===== src/rtl/riskv_wb_bridge.sv =====
// riskv_wb_bridge: registered bridge from the rv32i strobe/busy memory port
// to a Wishbone classic master. One access at a time, optional bus-cycle
// timeout, and sticky error capture the core can poll.
module riskv_wb_bridge #(
    parameter int ADDR_W  = 32,
    parameter int DATA_W  = 32,
    parameter int TIMEOUT = 255
) (
    input  logic                               clk,
    input  logic                               reset,
    // rv32i memory port
    input  logic [ADDR_W-1:0]                  mem_addr,
    input  logic [DATA_W-1:0]                  mem_wdata,
    input  logic [DATA_W/8-1:0]                mem_wmask,
    input  logic                               mem_rstrb,
    input  logic                               mem_wstrb,
    output logic [DATA_W-1:0]                  mem_rdata,
    output logic                               mem_rbusy,
    output logic                               mem_wbusy,
    // error reporting
    output logic                               mem_err,
    output logic [ADDR_W-1:0]                  err_addr,
    output logic                               err_timeout,
    output logic [7:0]                         err_count,
    // Wishbone classic master
    output logic [ADDR_W-$clog2(DATA_W/8)-1:0] wb_adr,
    output logic [DATA_W-1:0]                  wb_dat_mosi,
    output logic [DATA_W/8-1:0]                wb_sel,
    output logic                               wb_cyc,
    output logic                               wb_stb,
    output logic                               wb_we,
    input  logic [DATA_W-1:0]                  wb_dat_miso,
    input  logic                               wb_ack,
    input  logic                               wb_err
);

    localparam int SEL_W = DATA_W / 8;
    localparam int OFS   = $clog2(SEL_W);
    // Counter wide enough to hold TIMEOUT; one bit when the timeout is disabled.
    localparam int CNT_W = (TIMEOUT > 0) ? $clog2(TIMEOUT + 1) : 1;
    localparam logic [CNT_W:0] TMO_LIMIT = (CNT_W + 1)'(TIMEOUT);

    typedef enum logic {
        IDLE = 1'b0,
        BUS  = 1'b1
    } state_t;

    state_t            state;
    state_t            state_next;

    logic [ADDR_W-1:0] adr_q;
    logic [DATA_W-1:0] dat_q;
    logic [SEL_W-1:0]  sel_q;
    logic              we_q;

    logic [CNT_W-1:0]  cnt;
    logic [CNT_W:0]    cnt_inc;
    logic              timed_out;

    logic              start;
    logic              done_ok;
    logic              done_fail;
    logic              fail_is_timeout;

    assign cnt_inc   = {1'b0, cnt} + {{CNT_W{1'b0}}, 1'b1};
    // The cycle that brings the count up to TIMEOUT is the last one the bus may stay open.
    assign timed_out = (TIMEOUT != 0) && (cnt_inc == TMO_LIMIT);

    // State register; reset closes any open bus cycle immediately.
    always_ff @(posedge clk or posedge reset) begin
        if (reset) begin
            state <= IDLE;
        end else begin
            state <= state_next;
        end
    end

    // Next-state logic: accept a strobe in IDLE, leave BUS on ACK, ERR or timeout (in that priority).
    always_comb begin
        state_next      = state;
        start           = 1'b0;
        done_ok         = 1'b0;
        done_fail       = 1'b0;
        fail_is_timeout = 1'b0;
        case (state)
            IDLE: begin
                if (mem_wstrb || mem_rstrb) begin
                    start      = 1'b1;
                    state_next = BUS;
                end
            end
            BUS: begin
                if (wb_ack) begin
                    done_ok    = 1'b1;
                    state_next = IDLE;
                end else if (wb_err) begin
                    done_fail  = 1'b1;
                    state_next = IDLE;
                end else if (timed_out) begin
                    done_fail       = 1'b1;
                    fail_is_timeout = 1'b1;
                    state_next      = IDLE;
                end
            end
            default: begin
                state_next = IDLE;
            end
        endcase
    end

    // Latch the request on acceptance so every Wishbone output is stable from registers; write wins over read.
    always_ff @(posedge clk or posedge reset) begin
        if (reset) begin
            adr_q <= '0;
            dat_q <= '0;
            sel_q <= '0;
            we_q  <= 1'b0;
        end else if (start) begin
            adr_q <= mem_addr;
            we_q  <= mem_wstrb;
            if (mem_wstrb) begin
                dat_q <= mem_wdata;
                sel_q <= mem_wmask;
            end else begin
                sel_q <= '1;
            end
        end
    end

    // Count cycles spent in BUS; cleared whenever the bus is idle or the cycle ends.
    always_ff @(posedge clk or posedge reset) begin
        if (reset) begin
            cnt <= '0;
        end else if (state == BUS && state_next == BUS) begin
            cnt <= cnt_inc[CNT_W-1:0];
        end else begin
            cnt <= '0;
        end
    end

    // Read data only changes on a successful read; failed accesses leave the last good value.
    always_ff @(posedge clk or posedge reset) begin
        if (reset) begin
            mem_rdata <= '0;
        end else if (done_ok && !we_q) begin
            mem_rdata <= wb_dat_miso;
        end
    end

    // Error pulse and the polled error registers all update on the same edge; the count saturates.
    always_ff @(posedge clk or posedge reset) begin
        if (reset) begin
            mem_err     <= 1'b0;
            err_addr    <= '0;
            err_timeout <= 1'b0;
            err_count   <= 8'd0;
        end else begin
            mem_err <= done_fail;
            if (done_fail) begin
                err_addr    <= adr_q;
                err_timeout <= fail_is_timeout;
                if (err_count != 8'hFF) begin
                    err_count <= err_count + 8'd1;
                end
            end
        end
    end

    assign wb_cyc      = (state == BUS);
    assign wb_stb      = (state == BUS);
    assign wb_we       = we_q;
    assign wb_adr      = adr_q[ADDR_W-1:OFS];
    assign wb_dat_mosi = dat_q;
    assign wb_sel      = sel_q;

    assign mem_rbusy   = (state == BUS) && !we_q;
    assign mem_wbusy   = (state == BUS) && we_q;

endmodule


===== config.mk =====
export PLATFORM = sky130hd
export DESIGN_NAME = riskv_wb_bridge
export DESIGN_NICKNAME = d
export VERILOG_FILES = /design/src/rtl/riskv_wb_bridge.sv
export SDC_FILE = /design/constraint.sdc
export NUM_CORES = 1
export LEC_CHECK = 0
export ABC_CLOCK_PERIOD_IN_PS = 5700
export CAP_MARGIN = 20
export CELL_PAD_IN_SITES_DETAIL_PLACEMENT = 0
export CELL_PAD_IN_SITES_GLOBAL_PLACEMENT = 1
export CORE_MARGIN = 5
export CORE_UTILIZATION = 33
export DETAILED_ROUTE_END_ITERATION = 7
export MAX_ROUTING_LAYER = met4
export PLACE_DENSITY_LB_ADDON = 0.1
export RECOVER_POWER = 100
export SYNTH_ARGS = -nofsm -noshare
export SYNTH_HDL_FRONTEND = slang
export SYNTH_SLANG_ARGS = --single-unit

===== constraint.sdc =====
create_clock -name clk -period 5.7 [get_ports clk]
set_input_delay 0.855 -clock clk [delete_from_list [all_inputs] [get_ports clk]]
set_output_delay 0.855 -clock clk [all_outputs]
set_load 0.005 [all_outputs]

==> Yosys cells after proc, flatten, opt, wreduce, memory -nomap -nowiden <==
Index checks and enable logic that the tools add are counted.
{ "totals": {"word_cells": 41, "in_bits": 106, "output_inout_bits": 145, "reg_bits": 152} }
{ "op_classes": {"eq_ne": 2, "muxes": 17, "reduce_logical": 8, "bitwise": 1, "n_addsub": 2} }
{ "op_table": {"columns": ["cell", "n"], "rows": [
  ["2-to-1 mux 1 bit", 14],
  ["adder 8 x 1 -> 9 bit, second input constant", 1],
  ["equality test 9 x 8 -> 1 bit, second input constant", 1],
  ["adder 8 x 1 -> 8 bit, second input constant", 1],
  ["2-to-1 mux 8 bit", 1],
  ["!= test 8 bit, second input constant", 1],
  ["logical AND 1 bit", 4],
  ["2-to-1 mux 4 bit", 1],
  ["AND reduction 2 bit", 2],
  ["one-hot mux 1 bit (2 select lines)", 1],
  ["zero test 1 bit", 1],
  ["logical OR 1 bit", 1],
  ["inverter 1 bit", 1]
]} }

==> Longest topological paths before layout <==
Gate-level depths: netlist of run 1.
{ "logic_depth": {"ltp_word": 8, "depth_mapped": 8, "depth_no_buf": 6} }

==> Worst setup path before layout of run 1 <==
No wires, ideal clock.
{ "synth_path": {"path_kind": "register to register", "from": "register cnt[0]", "to": "register err_addr[10]", "period_less_slack_ps": 2073, "setup_ps": 125, "stages_incl_launch_ff": 9, "n_path_buf": 2, "slack_ps": 3627, "t_arrival_ps": 1948, "required_time_ps": 5575, "path_cell_list": "dfrtp_1 ha_1 xor2_1 and4_1 a21o_1 buf_4 nand3_4 buf_6 mux2_4"} }
{ "synth_between": {"elab_chain_len": 6} }
{ "synth_rtl": {"columns": ["element", "line", "source"], "rows": [
  ["start: declaration", "56", "logic [CNT_W-1:0] cnt;"],
  ["start signal: assignment", "135", "cnt <= cnt_inc[CNT_W-1:0];"],
  ["adder 8 x 1 -> 9 bit", "65", "assign cnt_inc = {1'b0, cnt} + {{CNT_W{1'b0}}, 1'b1};"],
  ["equality test 9 x 8 -> 1 bit", "67", "assign timed_out = (TIMEOUT != 0) && (cnt_inc == TMO_LIMIT);"],
  ["2-to-1 mux 1 bit", "99", "end else if (timed_out) begin"],
  ["2-to-1 mux 1 bit", "96", "end else if (wb_err) begin"],
  ["2-to-1 mux 1 bit", "93", "if (wb_ack) begin"],
  ["2-to-1 mux 1 bit", "85", "case (state)"],
  ["end signal: assignment", "160", "err_addr <= adr_q;"],
  ["end: declaration", "22", "output logic [ADDR_W-1:0] err_addr,"]
]} }
No other way between the ends.
A chain may end at the register's enable or synchronous reset.

==> run_results.csv, run 1 <==
group,metric,value,unit
outcome,outcome,"finished, violations left",
outcome,violations,"max-capacitance violations, max-slew violations",
yosys,postSynthAreaPerCell,11.4,sq um
critical_path,critPathLaunchType,"input pin",
grt,grt-ovfl-total,0,
power_and_ir_drop,power_leakage,4.33,nW
critical_path,worstPathRequired,6180,ps
die,io_pins,251,
clock_tree,holdBufCountCts,0,
placement,io_buffer_count,250,
critical_path,end_kind,"async pin",
yosys,yosys_warnings,0,
placement,place_congestion,0.777,
yosys,syn_area,6290,sq um
die,rows,50,
critical_path,r2r_slack,3060,ps
placement,place_ws,2510,ps
clock_tree,h-tree-depth,4,
critical_path,path_buf_inv,3,
yosys,synthArstFlopShare,100,%
timing,finalHoldViolations,0,
critical_path,cpPeakStageDelay,1760,ps
hold_path,holdPathStages,2,
critical_path,crit_chain,"dlygate4sd3_1, clkinvlp_2, buf_4",
die,coreArea,18700,sq um
clock_tree,insertion_delay,410,ps
critical_path,arrival,3980,ps
final_layout,stdcell_count,1017,
route,firstDrtPassIters,4,
power_and_ir_drop,peakVddDrop,0.000200,V
clock_tree,cts_max_path_buffers,2,
critical_path,cp_top_family,"buffers and inverters",
clock_tree,postCtsSetupRepairBufs,0,
critical_path,cp_max_fo,71,
critical_path,worstReg2RegEnd,"mem_rdata[3]",
grt,grt_antenna_before_repair,1,
timing,setup_ws,2200,ps
grt,grt_max_degree,72,
timing,tightestPinTransition,3100,ps
power_and_ir_drop,p_per_area,439,nW/um^2
final_layout,nNetsFinal,880,
critical_path,path_class,"in2async",
timing,max_freq,286,MHz
timing,report.final.setup_viol,0,
die,die_area,21900,sq um
route,routedWlPerCell,16.4,microns
yosys,yosysUniqueCellTypes,32,
final_layout,drive_gt1_share,9.85,%
final_layout,final_cell_mix,"nand2_1 (201), dfrtp_1 (152), dlygate4sd3_1 (147)",
timing,finalCriticalPeriod,3500,ps
route,vias_per_cell,4.47,
clock_tree,cts_tree,"built",
timing,clock_skew,11.6,ps
route,drtAntennaViolNets,0,
placement,hpwl,12100,microns
yosys,synth_cells,551,
grt,grt_pass1_vias,4815,
critical_path,cp.depth,3,
critical_path,reg2regPathDepth,4,
yosys,ys.flop_type,"dfrtp_1",
die,die_h,148,microns
timing,setup_tns,0,ps
clock_tree,clk_pin_slew,50,ps
final_layout,area_delta_synth_final,46.4,%
grt,grt_pass1_wl,26600,microns
yosys,ys_ff_latch,152,
grt,grtUsageTotal,15.9,%
timing,slew_violations,177,
hold_path,worstHoldEndpoint,"adr_q[1]",
timing,grt_setup_unrepaired,"false",
yosys,ys_seq_area_share,60.5,%
clock_tree,cts_buffers,17,
yosys,synth_fp_nets,660,
die,fp.dieW,148,microns
final_layout,layout_commonest_cell,"nand2_1",
route,drc,0,
critical_path,r2r_start,"wb_cyc",
route,wirelength,16700,microns
timing,slew-limit-headroom,-108,%
timing,whs,465,ps
timing,fin_crit_sh,61.4,%
clock_tree,ctsResizeCount,0,
clock_tree,clock_sinks,152,
placement,dp.cells,986,
route,route.vias.total,4542,
clock_tree,cts_root_buf,"clkbuf_16",
die,start_util,33.6,%
yosys,synth-edff-count,0,
hold_path,min-delay-start,"adr_q[1]",
route,first_iter_violations,197,
hold_path,hold_class,"reg2reg",
final_layout,final_util,49.2,%
critical_path,worst_path_max_delay_cell,"clkinvlp_2",
job,cap_violations,4,
==> worst reg2reg max path: stages, from the launching register on <==
cell,delay (ps)
dfrtp_1,520
nor2b_1,240
nand2_1,70
clkbuf_1,1230
mux2_2,470
==> registers in the layout (all words and copies together), names as in the netlist <==
name / flops
adr_q: 32
cnt: 8
err_addr: 32
err_count: 8
err_timeout: 1
mem_err: 1
mem_rdata: 32
wb_cyc: 1
wb_dat_mosi: 32
wb_sel: 4
wb_we: 1
==> cell families after synthesis <==
group                      Yosys count  share of synthesized area, %
and+or+nand+nor                    245                          16.2
buffers and inverters               60                          5.85
xor gates and xnor gates            11                          1.53
AOI/OAI and AO/OA                   13                          1.59
muxes                               67                          13.7
DFF                                152                          60.5
adders and majority gates            3                         0.597
==> area by class of cell <==
class	instances	area (sq um)
clock buffer	20	467
clock inverter	10	68.8
multi-input combinational	339	2010
antenna	1	2.50
timing repair buffer	256	2540
sequential	152	3800
inverter	5	20.0
tap	234	293
fill	1726	9500
==> cell usage after synthesis (5+ instances only) <==
cell type  number  area (sq um)
nor2b_1         6          37.5
inv_1           5          18.8
xor2_1          5          43.8
dfrtp_1       152          3800
buf_4          32           240
nor2_1         10          37.5
mux2_2         38           428
mux2_4         29           435
nand3_1         8          40.0
clkbuf_1       17          63.8
nand2_1       201           754
nand4_1         7          43.8
xnor2_1         6          52.6
==> where the power goes <==
part           switching, mW  internal [mW]
clock network          0.436          0.587
registers              0.222           1.48
logic                  0.507          0.813
total                   1.17           2.88
==> stage by stage <==
| step | power [mW] | area, sq um |
|---|---|---|
| 2_1_floorplan | 2.35 | 6290 |
| 3_3_place_gp | 3.29 | 8790 |
| 3_5_place_dp | 3.33 | 8790 |
| 4_1_cts | 4.37 | 9330 |
| 5_1_grt | 4.31 | 9210 |
| 6_report | 4.04 | 9210 |
==> worst max path at each step <==
stage / startpoint / end
global route: reset / err_count[2]
CTS: wb_cyc / mem_rbusy
floorplan: reset / adr_q[0]
global placement: wb_ack / err_addr[2]
detailed placement: wb_ack / err_addr[9]
finish: reset / err_count[2]
==> routing by layer <==
layer | track usage (%) | wire [microns] | vias up
met1 | 20.7 | 7540 | 2167
met4 | 4.67 | 199 | 0
met5 | - | 0 | -
met3 | 4.78 | 1260 | 14
met2 | 24.2 | 7730 | 173
li1 | - | - | 2188
(Power assumes the default switching activity.)
==> run 2, diff against run 1 <==
--- a/config.mk
+++ b/config.mk
@@ -5,7 +5,7 @@
 export SDC_FILE = /design/constraint.sdc
 export NUM_CORES = 1
 export LEC_CHECK = 0
-export ABC_CLOCK_PERIOD_IN_PS = 5700
+export ABC_CLOCK_PERIOD_IN_PS = 3400
 export CAP_MARGIN = 20
 export CELL_PAD_IN_SITES_DETAIL_PLACEMENT = 0
 export CELL_PAD_IN_SITES_GLOBAL_PLACEMENT = 1
==> constraint.sdc (replaced) <==
create_clock -name clk -period 3.4 [get_ports clk]
set_input_delay 0.51 -clock clk [delete_from_list [all_inputs] [get_ports clk]]
set_output_delay 0.51 -clock clk [all_outputs]
set_load 0.005 [all_outputs]
==> run 2 against run 1 <==
  * The run still ends with max-capacitance violations, max-slew violations left
  * Sequential cell count stayed put
  * Via count grew 1.2%
  * Die area unchanged
  * Combinational power increased by 68%
  * Clock power grew 88%
  * Global-route usage grew 0.30 points
  * First-iteration DRC count rose by 6.1%
  * Register-to-register slack got worse by 2400 ps
  * Cell count grew 0.29%
  * Utilization grew 0.50 points
  * Largest cell class unchanged
==> run_results.csv, run 2 (synthesis results as in run 1) <==
group,metric,value,unit
outcome,outcome,"finished, violations left",
outcome,violations,"max-capacitance violations, max-slew violations",
final_layout,filler_cell_count,1658,
clock_tree,cts_buffers,17,
critical_path,critPathLaunchType,"input pin",
route,vias_per_cell,4.50,
critical_path,r2r_slack,700,ps
placement,placed_cell_area,8830,sq um
clock_tree,h-tree-depth,4,
timing,slew-limit-headroom,-48.0,%
critical_path,cp_max_fo,33,
critical_path,worstPathRequired,3740,ps
route,first_iter_violations,209,
grt,grtUsageTotal,16.2,%
die,die_area,21900,sq um
route,drc,0,
timing,slew_violations,131,
placement,hpwl,12000,microns
critical_path,path_class,"in2reg",
final_layout,diodes,0,
power_and_ir_drop,p_per_area,751,nW/um^2
timing,clock_skew,9.18,ps
grt,grt-ovfl-total,0,
hold_path,holdPathStages,2,
final_layout,final_cell_mix,"nand2_1 (201), dfrtp_1 (152), dlygate4sd3_1 (146)",
critical_path,cp_top_family,"simple AND/OR/NAND/NOR gates",
critical_path,path_buf_inv,1,
timing,fin_crit_sh,82.2,%
timing,max_freq,358,MHz
final_layout,drive_gt1_share,10.1,%
final_layout,area_delta_synth_final,47.9,%
final_layout,ff_latch_area,3800,sq um
clock_tree,clk_pin_slew,60,ps
final_layout,nNetsFinal,882,
critical_path,r2r_start,"cnt[0]",
clock_tree,cts_tree,"built",
timing,finalHoldViolations,0,
timing,whs,471,ps
die,io_pins,251,
critical_path,crit_top_cell,"nand2_1",
power_and_ir_drop,fin_total_pwr,6.98,mW
placement,io_buffer_count,250,
final_layout,final_cell_area,9300,sq um
critical_path,worst_path_max_delay_cell,"or2_0",
timing,report.final.setup_viol,0,
placement,place_congestion,0.887,
clock_tree,cts_root_buf,"clkbuf_16",
job,cap_violations,3,
power_and_ir_drop,power_leakage,4.37,nW
timing,setup_ws,605,ps
critical_path,cp.depth,5,
placement,place_ws,588,ps
route,route.vias.total,4595,
grt,grt_pass1_vias,4773,
die,die_h,148,microns
critical_path,reg2regPathDepth,6,
final_layout,multi_input_area,2020,sq um
grt,grt_max_degree,74,
die,rows,50,
critical_path,worstReg2RegEnd,"err_addr[11]",
critical_path,worstSetupStartpoint,"mem_wstrb",
clock_tree,ctsResizeCount,0,
die,fp.dieW,148,microns
die,coreArea,18700,sq um
hold_path,hold_class,"reg2reg",
placement,dp.cells,988,
route,wirelength,17100,microns
route,firstDrtPassIters,4,
final_layout,stdcell_count,1020,
clock_tree,clock_sinks,152,
die,start_util,33.6,%
critical_path,cpPeakStageDelay,1640,ps
timing,tightestPinTransition,2220,ps
final_layout,final_util,49.7,%
power_and_ir_drop,peakVddDrop,0.000361,V
timing,finalCriticalPeriod,2790,ps
clock_tree,postCtsSetupRepairBufs,0,
timing,setup_tns,0,ps
timing,grt_setup_unrepaired,"false",
clock_tree,insertion_delay,420,ps
critical_path,end_kind,"register",
clock_tree,holdBufCountCts,0,
route,routedWlPerCell,16.7,microns
grt,grt_antenna_before_repair,0,
grt,grt_pass1_wl,27000,microns
critical_path,crit_chain,"clkdlybuf4s50_1, nor2_1, or2_0, nand2_1, nand2_1",
final_layout,layout_commonest_cell,"nand2_1",
clock_tree,cts_max_path_buffers,2,
critical_path,arrival,3140,ps
route,drtAntennaViolNets,0,
critical_path,crit_path_end,"adr_q[17]",
## run 2: cell types whose count changed in the layout (fill, tap and decap cells not counted), moves of 2 or more
cell       before  now
bufinv_16       0    2
clkbuf_1        2    4
clkinv_2        4    0
clkinv_4        0    2
## run 2: worst min path at each step
stage / from / end / slack (ps)
floorplan: adr_q[0] / adr_q[0] / 450
global placement: adr_q[1] / adr_q[1] / 460
detailed placement: wb_dat_mosi[6] / wb_dat_mosi[6] / 470
CTS: reset / mem_rdata[14] / 450
global route: wb_dat_mosi[31] / wb_dat_mosi[31] / 500
finish: wb_dat_mosi[0] / wb_dat_mosi[0] / 470
## run 2: worst min-delay path, cell delays in order, from the launching register on
cell	delay (ps)
dfrtp_1	330
nand2_1	50
nand2_1	60
## run 2: layout make-up
class	count	area share [%]
tap	234	3.15
timing repair buffer	258	27.5
sequential	152	40.9
clock inverter	11	1.45
clock buffer	21	5.06
multi-input combinational	339	21.7
inverter	5	0.215
## run 2: power breakdown
part	total (mW)	internal [mW]	switching [mW]
logic	2.22	1.37	0.851
registers	2.84	2.47	0.371
clock network	1.92	1.15	0.769
total	6.98	4.99	1.99
## run 2: per-layer routing
layer / part of all wire [%] / up-vias / GRT usage [%]
met3: 7.7 / 14 / 5.27
met4: 1.3 / 0 / 5.50
li1: - / 2207 / -
met5: 0 / - / -
met2: 46 / 179 / 23.6
met1: 45 / 2195 / 21.4
==> run 3, diff against run 2 <==
--- a/config.mk
+++ b/config.mk
@@ -5,7 +5,7 @@
 export SDC_FILE = /design/constraint.sdc
 export NUM_CORES = 1
 export LEC_CHECK = 0
-export ABC_CLOCK_PERIOD_IN_PS = 3400
+export ABC_CLOCK_PERIOD_IN_PS = 2900
 export CAP_MARGIN = 20
 export CELL_PAD_IN_SITES_DETAIL_PLACEMENT = 0
 export CELL_PAD_IN_SITES_GLOBAL_PLACEMENT = 1
==> constraint.sdc (replaced) <==
create_clock -name clk -period 2.9 [get_ports clk]
set_input_delay 0.435 -clock clk [delete_from_list [all_inputs] [get_ports clk]]
set_output_delay 0.435 -clock clk [all_outputs]
set_load 0.005 [all_outputs]
==> run 3 against run 2 <==
  * The flow now finishes without violations
  * Wire length rose by 0.37%
  * Register-to-register slack worse by 440 ps
  * First-iteration DRC count grew 3.3%
  * Power grew 16%
  * Critical path depth increased by 2
  * Final area hardly changed
  * Die area is the same
  * Global-route usage shrank 0.076 points
  * Clock-buffer cell count is 4 lower
  * Clock power rose by 10%
  * Sequential share of layout area about the same
  * Cell count is essentially flat
==> run_results.csv, run 3 (synthesis results as in run 1) <==
group,metric,value,unit
clock_tree,cts_max_path_buffers,2,
die,rows,50,
power_and_ir_drop,clock_power_share,26.1,%
clock_tree,cts_tree,"built",
power_and_ir_drop,p_seq_share,41.2,%
clock_tree,clk_pin_slew,60,ps
critical_path,arrival,2940,ps
hold_path,hold_class,"reg2reg",
placement,place_congestion,0.850,
die,start_util,33.6,%
power_and_ir_drop,cell_internal_pwr,5.81,mW
critical_path,r2r_start,"cnt[0]",
route,first_iter_violations,216,
critical_path,worstPathRequired,3190,ps
timing,fin_crit_sh,91.1,%
route,wirelength,17100,microns
timing,report.final.setup_viol,0,
final_layout,stdcell_count,1021,
outcome,outcome,"complete, no violations",
critical_path,path_class,"reg2reg",
final_layout,diodes,0,
die,fp.dieW,148,microns
die,io_pins,251,
placement,hpwl,12400,microns
grt,grt-ovfl-total,0,
clock_tree,postCtsSetupRepairBufs,0,
timing,setup_tns,0,ps
critical_path,reg2regPathDepth,7,
timing,tightestPinTransition,1340,ps
power_and_ir_drop,p_per_area,873,nW/um^2
final_layout,area_delta_synth_final,47.9,%
power_and_ir_drop,peakVddDrop,0.000422,V
power_and_ir_drop,combPwrFrac,32.7,%
clock_tree,clock_sinks,152,
grt,grtUsageTotal,16.1,%
critical_path,end_kind,"register",
critical_path,critPathLaunchType,"register",
placement,io_buffer_count,250,
final_layout,drive_gt1_share,11.7,%
hold_path,min-delay-start,"wb_dat_mosi[19]",
route,drc,0,
timing,slew-limit-headroom,10.3,%
clock_tree,ctsResizeCount,0,
timing,finalHoldViolations,0,
hold_path,worstHoldEndpoint,"wb_dat_mosi[19]",
route,firstDrtPassIters,4,
die,die_area,21900,sq um
route,vias_per_cell,4.60,
timing,grt_setup_unrepaired,"false",
grt,grt_antenna_before_repair,0,
final_layout,final_cell_mix,"nand2_1 (201), dfrtp_1 (152), dlygate4sd3_1 (147)",
power_and_ir_drop,power_leakage,4.41,nW
route,routedWlPerCell,16.8,microns
final_layout,nNetsFinal,885,
grt,grt_pass1_wl,27100,microns
critical_path,r2r_slack,260,ps
critical_path,worstReg2RegEnd,"err_addr[6]",
grt,grt_max_degree,68,
clock_tree,cts_root_buf,"clkbuf_16",
timing,slew_violations,0,
final_layout,layout_commonest_cell,"nand2_1",
timing,max_freq,379,MHz
placement,dp.cells,991,
grt,grt_pass1_vias,4895,
route,drtAntennaViolNets,0,
hold_path,holdPathStages,2,
die,die_h,148,microns
die,coreArea,18700,sq um
route,route.vias.total,4697,
timing,finalCriticalPeriod,2640,ps
power_and_ir_drop,swShare,28.5,%
clock_tree,insertion_delay,410,ps
timing,clock_skew,5.53,ps
critical_path,cp_max_fo,15,
job,cap_violations,0,
clock_tree,holdBufCountCts,0,
power_and_ir_drop,p_sw,2.32,mW
clock_tree,cts_buffers,17,
clock_tree,h-tree-depth,4,
run 3: cell count changes in the layout (fill, tap and decap cells not counted), moves of 2 or more:
cell and change:
clkbuf_1 -2, clkbuf_4 +3, clkbuf_8 -3, clkinv_2 +5, inv_6 -4, mux2_1 -10
mux2_4 +10
run 3: critical path, cell delays in order (launching register included):
cell and delay [ps]:
dfrtp_1 480, ha_1 320, xor2_1 210, and4_1 240
a21o_1 310, nand3_4 260, clkbuf_4 350, mux2_1 350
run 3: area by class of cell:
cell class,instances,area (sq um)
Multi-Input combinational cell,339,2060
Clock buffer,17,425
Tap cell,234,293
Timing Repair Buffer,261,2570
Sequential cell,152,3800
Inverter,5,20.0
Fill cell,1719,9400
Clock inverter,13,134
run 3: how the worst max path moves through the flow:
stage | from | cells past startpoint | end | slack, ps
floorplan | reset | 1 | adr_q[0] | 550
global placement | cnt[0] | 7 | err_addr[15] | 460
detailed placement | cnt[0] | 7 | err_addr[16] | 330
CTS | cnt[0] | 7 | err_addr[16] | 320
global route | cnt[0] | 7 | err_addr[5] | 100
finish | cnt[0] | 7 | err_addr[6] | 260
run 3: power groups by stage:
stage	sequential [mW]	clock [mW]	combinational, mW
after floorplan	3.40	0	1.21
after global placement	3.41	0	3.09
after detailed placement	3.43	0	3.13
after CTS	3.40	2.19	3.14
after global routing	3.46	2.29	2.88
final	3.34	2.12	2.66
run 3: per-layer routing:
| layer | global-route usage (%) | up-vias | part of all wire, % |
|---|---|---|---|
| met5 | - | - | 0 |
| met4 | 6.84 | 0 | 2.8 |
| met3 | 5.03 | 32 | 7.4 |
| met2 | 23.6 | 187 | 46 |
| met1 | 20.8 | 2262 | 44 |
| li1 | - | 2216 | - |
run 3: per-stage QoR:
step | setup WS (ps) | hold WS [ps] | util [%] | area (sq um) | power, mW
global route | 95.9 | 491 | 49.7 | 9310 | 8.63
global placement | 463 | 457 | 47.4 | 8870 | 6.50
floorplan | 548 | 446 | - | 6290 | 4.61
finish | 259 | 467 | 49.7 | 9310 | 8.12
CTS | 317 | 434 | 50.4 | 9430 | 8.74
detailed placement | 327 | 461 | 47.4 | 8870 | 6.55
